## src/rtl/axis_pkg.sv

```systemverilog
// Shared types and default widths for the AXI-Stream packet generator.
// Holds the FSM state encoding used by axis_pkt_gen.
package axis_pkg;

    localparam int DEF_DATA_W = 8;
    localparam int DEF_CNT_W  = 16;

    typedef enum logic {
        IDLE = 1'b0,
        SEND = 1'b1
    } state_t;

endpackage

```

## src/rtl/axis_pkt_gen.sv

```systemverilog
// AXI-Stream master that emits one incrementing-payload packet per start.
// Every master output comes straight from a flop; payload wraps naturally.
module axis_pkt_gen
    import axis_pkg::*;
#(
    parameter int DATA_W = DEF_DATA_W,
    parameter int CNT_W  = DEF_CNT_W
) (
    input  logic              clk,
    input  logic              reset,
    input  logic              start,
    input  logic [DATA_W-1:0] pkt_len,
    input  logic [DATA_W-1:0] seed,
    output logic              busy,
    output logic              done,
    output logic [CNT_W-1:0]  pkt_count,
    output logic [DATA_W-1:0] m_tdata,
    output logic              m_tvalid,
    input  logic              m_tready,
    output logic              m_tlast
);

    localparam logic [DATA_W-1:0] D_ONE = DATA_W'(1);
    localparam logic [CNT_W-1:0]  C_ONE = CNT_W'(1);

    state_t            state_q, state_d;
    logic [DATA_W-1:0] data_q, data_d;
    logic              valid_q, valid_d;
    logic              last_q, last_d;
    logic              done_q, done_d;
    logic [CNT_W-1:0]  cnt_q, cnt_d;
    logic [DATA_W-1:0] len_q, len_d;
    logic [DATA_W-1:0] beat_q, beat_d;
    logic [DATA_W-1:0] beat_nxt;

    assign beat_nxt = beat_q + D_ONE;

    // Next-state: accept a packet in IDLE, advance a beat per handshake in SEND
    always_comb begin
        state_d = state_q;
        data_d  = data_q;
        valid_d = valid_q;
        last_d  = last_q;
        done_d  = 1'b0;
        cnt_d   = cnt_q;
        len_d   = len_q;
        beat_d  = beat_q;
        unique case (state_q)
            IDLE: begin
                if (start && (pkt_len != '0)) begin
                    state_d = SEND;
                    data_d  = seed;
                    valid_d = 1'b1;
                    last_d  = (pkt_len == D_ONE);
                    len_d   = pkt_len;
                    beat_d  = '0;
                end
            end
            SEND: begin
                if (valid_q && m_tready) begin
                    if (last_q) begin
                        state_d = IDLE;
                        valid_d = 1'b0;
                        last_d  = 1'b0;
                        done_d  = 1'b1;
                        cnt_d   = cnt_q + C_ONE;
                    end else begin
                        beat_d = beat_nxt;
                        data_d = data_q + D_ONE;
                        last_d = (beat_nxt == (len_q - D_ONE));
                    end
                end
            end
        endcase
    end

    // State register; reset abandons any packet without a done pulse
    always_ff @(posedge clk) begin
        if (reset) begin
            state_q <= IDLE;
            data_q  <= '0;
            valid_q <= 1'b0;
            last_q  <= 1'b0;
            done_q  <= 1'b0;
            cnt_q   <= '0;
            len_q   <= '0;
            beat_q  <= '0;
        end else begin
            state_q <= state_d;
            data_q  <= data_d;
            valid_q <= valid_d;
            last_q  <= last_d;
            done_q  <= done_d;
            cnt_q   <= cnt_d;
            len_q   <= len_d;
            beat_q  <= beat_d;
        end
    end

    assign busy      = (state_q == SEND);
    assign done      = done_q;
    assign pkt_count = cnt_q;
    assign m_tdata   = data_q;
    assign m_tvalid  = valid_q;
    assign m_tlast   = last_q;

endmodule

```

## config.mk

```make
export PLATFORM = sky130hd
export DESIGN_NAME = axis_pkt_gen
export DESIGN_NICKNAME = d
export VERILOG_FILES = /design/src/rtl/axis_pkg.sv /design/src/rtl/axis_pkt_gen.sv
export SDC_FILE = /design/constraint.sdc
export NUM_CORES = 1
export LEC_CHECK = 0
export CAP_MARGIN = 20
export CORE_ASPECT_RATIO = 1.2
export CORE_UTILIZATION = 51
export DETAILED_ROUTE_END_ITERATION = 8
export PLACE_DENSITY = 0.8
export SYNTH_ARGS = -nofsm -noshare
export SYNTH_HDL_FRONTEND = slang
export SYNTH_SLANG_ARGS = --single-unit
export TNS_END_PERCENT = 50
```

## constraint.sdc

```tcl
create_clock -name clk -period 2.2 [get_ports clk]
set_input_delay 0.44 -clock clk [delete_from_list [all_inputs] [get_ports clk]]
set_output_delay 0.44 -clock clk [all_outputs]
set_load 0.02 [all_outputs]
```

==> impl_results.md <==
- Worst setup path category: input pin to flip-flop
- Area leader, netlist: dfxtp_1
- Layout fillers: 352
- Maxcap violations: 0
- Resized cells post-CTS: 0
- Multi-input logic area: 1370 um^2
- First-pass GRT wire length: 9670 um
- Post-synth top flop: dfxtp_1
- Setup Buffers After CTS: 0
- RSZ-0062 raised after global routing: false
- Worst vdd ir: 0.383 mV
- Ports: 48
- Clk_lat worst skew: 0.31 ns
- GRT Overall Usage: 25.0%
- Synth async-reset ratio: 0%
- Syn Area/Cell: 8.33 um^2
- CORE AREA: 4330 um^2
- Share of the synthesized area in the top cell type: 37.9%
- Warning count from the yosys run: 0
- Initial antenna violation count: 0
- Register area: 881 um^2
- CP top delay family: simple AND/OR/NAND/NOR gates
- Sink Count: 44
- Worst slew pin tran: 0.518 ns
- Post-synth EDFFs: 0
- Initial core utilization: 53.7%
- Pwr dens: 575 nW/um^2
- Mapped Cells: 279
- Net Switching: 457 uW
- Slew headroom: 65.2%
- Clock Power Share: 37.1%
- Layout overhead on the synthesized area: 34.3%
- PortBufs: 47
- Iteration-0 DRC Markers: 127
- Syn nets: 303
- Cell repeated most along the worst path: or4_4
- CP arrival: 2.35 ns
- Avg WL per Cell: 14.3 um
- Largest net degree at the start of global routing: 45
- Fin crit share: 95.7%
- Bufs and invs on worst path: 1
- Min cycle time layout: 2.11 ns
- Initial DRT Pass Iterations: 4
- Worst Clk Skew: 0.0118 ns
- Register bit total from synthesis: 44
- Final #Nets: 368
- Layout cells sized above 1: 10.7%
- Slowest CP cell: or4_4
- Crit start category: input pin
- Critical path's largest stage delay: 0.55 ns
- Diodes inserted: 0
- Clock slew at reported path FFs: 0.09 ns
- Total number of vias: 2,169
- Peak Freq: 0.475 GHz
- CTS tree: built
- Total grt overflow: 0
- Clk root buf: clkbuf_8
- Placer Congestion: 0.787
- WL final: 5740 um
- Comb power frac: 15.8%
- Design Area, Final: 3120 um^2
- Crit end category: flip-flop
- Netlist cell types: 43
- Die width: 63.6 um
- Largest cells by area after synthesis: dfxtp_1, nor2_1, xnor2_1
- CP Cell Sequence: clkdlybuf4s50_1, or4_4, or4_4, a2111oi_4, a41o_1
- DP HPWL: 4060 um
- Power, Total: 1800 uW
- Register area share after synthesis: 37.9%
- Final Hold Violating Endpoints: 0
- H-tree levels: 2
- WP data required: 2.44 ns
- Num CTS Buffers: 5
- ANT nets after route: 0
- Vias in the first global route: 2,158
- Vias per inst: 5.41
- Max-slew violations: 0
- Worst min path class: flip-flop to flip-flop
- Hold-fix buffers, CTS: 0
- Drc violations: 0
- Count of final setup violators: 0
- Cell Rows: 26
- Max FO, Critical Path: 3
- Synthesized cell area: 2320 um^2
- Internal power: 1340 uW
- Die H: 76.0 um
- Die area: 4830 um^2
- Status: finished, final reports clean
- Flop pwr share: 47.1%
- Leakage: 0.00117 uW
- Longest Clk Path Bufs: 2
- Sw frac: 25.4%
- Post-DP Area: 3000 um^2
[state kept, by name, indices dropped and copies added (netlist names)]
register and flops:
beat_q 8, done 1, m_tvalid 1, pkt_count 16, busy 1, m_tdata 8
m_tlast 1, len_q 8
[final cells by class]
| cell class | count | share of cell area, % |
|---|---|---|
| clock buffer | 6 | 2.65 |
| inverter | 7 | 0.842 |
| multi-input combinational | 216 | 43.8 |
| clock inverter | 2 | 1.24 |
| sequential | 44 | 28.2 |
| timing repair buffer | 70 | 21.0 |
| tap | 56 | 2.24 |
[power by group through the flow]
stage               Clock, uW  Sequential [uW]  Combinational, uW
floorplan                   0              873                149
global placement            0              863                273
detailed placement          0              864                279
CTS                       668              846                283
global route              702              849                308
finish                    667              846                284
[synthesized netlist by cell type (3+ instances only)]
library cell / n
dfxtp_1: 44
nor2_1: 38
a21oi_1: 25
nand2_1: 21
xnor2_1: 15
o21ai_0: 14
nand3_1: 11
nor3_1: 11
clkbuf_1: 8
mux2i_1: 8
xor2_1: 8
inv_1: 7
or3_1: 6
a211oi_1: 5
and3_1: 5
nand4_1: 5
nor2b_1: 5
buf_2: 4
ha_1: 4
and2_1: 3
nand3b_1: 3
[through the flow]
| step | setup slack [ns] | std cells | hold WS, ns | setup TNS, ns | util, % |
|---|---|---|---|---|---|
| finish | 0.0949 | 401 | 0.492 | 0 | 72.2 |
| global route | 0.0100 | 401 | 0.544 | 0 | 72.2 |
| CTS | 0.0853 | 401 | 0.492 | 0 | 72.2 |
| detailed placement | -0.233 | 393 | 0.481 | -2.06 | 69.3 |
| global placement | -0.167 | 393 | 0.475 | -1.06 | 69.3 |
| floorplan | 0.266 | 279 | 0.474 | 0 | - |
[cell families (layout without fill, tap and decap cells)]
family	count (synthesis)	count (layout)	synth area share (%)
adder cells (fa/ha/maj)	4	4	2.15
AO/OA/AOI/OAI	57	57	15.2
flip-flops	44	44	37.9
multiplexers	8	8	3.44
XOR/XNOR	26	26	11.6
AND/OR/NAND/NOR	121	121	26.4
buffers and inverters	19	85	3.28
[worst paths after layout]
path	startpoint	end	slack (ns)	depth (start not counted)
max reg2reg	beat_q[0]	m_tlast	0.18	6
min reg2reg	m_tdata[7]	m_tdata[7]	0.49	2
max	pkt_len[4]	m_tlast	0.09	5
min	m_tdata[7]	m_tdata[7]	0.49	2
[layout by cell type, fill, tap and decap left out, types with 2 or more instances in the layout]
cell type        Yosys  routed
a211oi_1             5       5
a21oi_1             25      25
and2_1               3       3
and3_1               5       5
and4_1               2       2
buf_4                0      22
clkbuf_8             0       6
clkdlybuf4s50_1      0      47
dfxtp_1             44      44
ha_1                 4       4
inv_1                7       7
mux2i_1              8       8
nand2_1             21      21
nand2b_1             2       2
nand3_1             11      11
nand3b_1             3       3
nand4_1              5       5
nor2_1              38      38
nor2b_1              5       5
nor3_1              11      11
nor4_1               2       2
o21ai_0             14      14
o21ai_1              2       2
o2bb2ai_1            2       2
or3_1                6       6
or4_4                2       2
xnor2_1             15      15
xnor3_1              2       2
xor2_1               8       8
[metal layers]
| metal | up-vias | part of all wire [%] | global-route usage [%] |
|---|---|---|---|
| met5 | - | 0 | 0 |
| met4 | 0 | 1.6 | 8.86 |
| met3 | 7 | 3.3 | 5.27 |
| met2 | 40 | 50 | 43.5 |
| met1 | 1008 | 45 | 29.8 |
| li1 | 1114 | - | - |
[worst reg2reg max path, cell delays in order (launching register included)]
cell      delay (ns)
dfxtp_1         0.41
ha_1            0.21
nand3_1         0.11
xnor3_1         0.38
or3b_1          0.37
a211oi_1        0.29
a41o_1          0.20
Note: power is estimated with default switching activity, not from simulation.
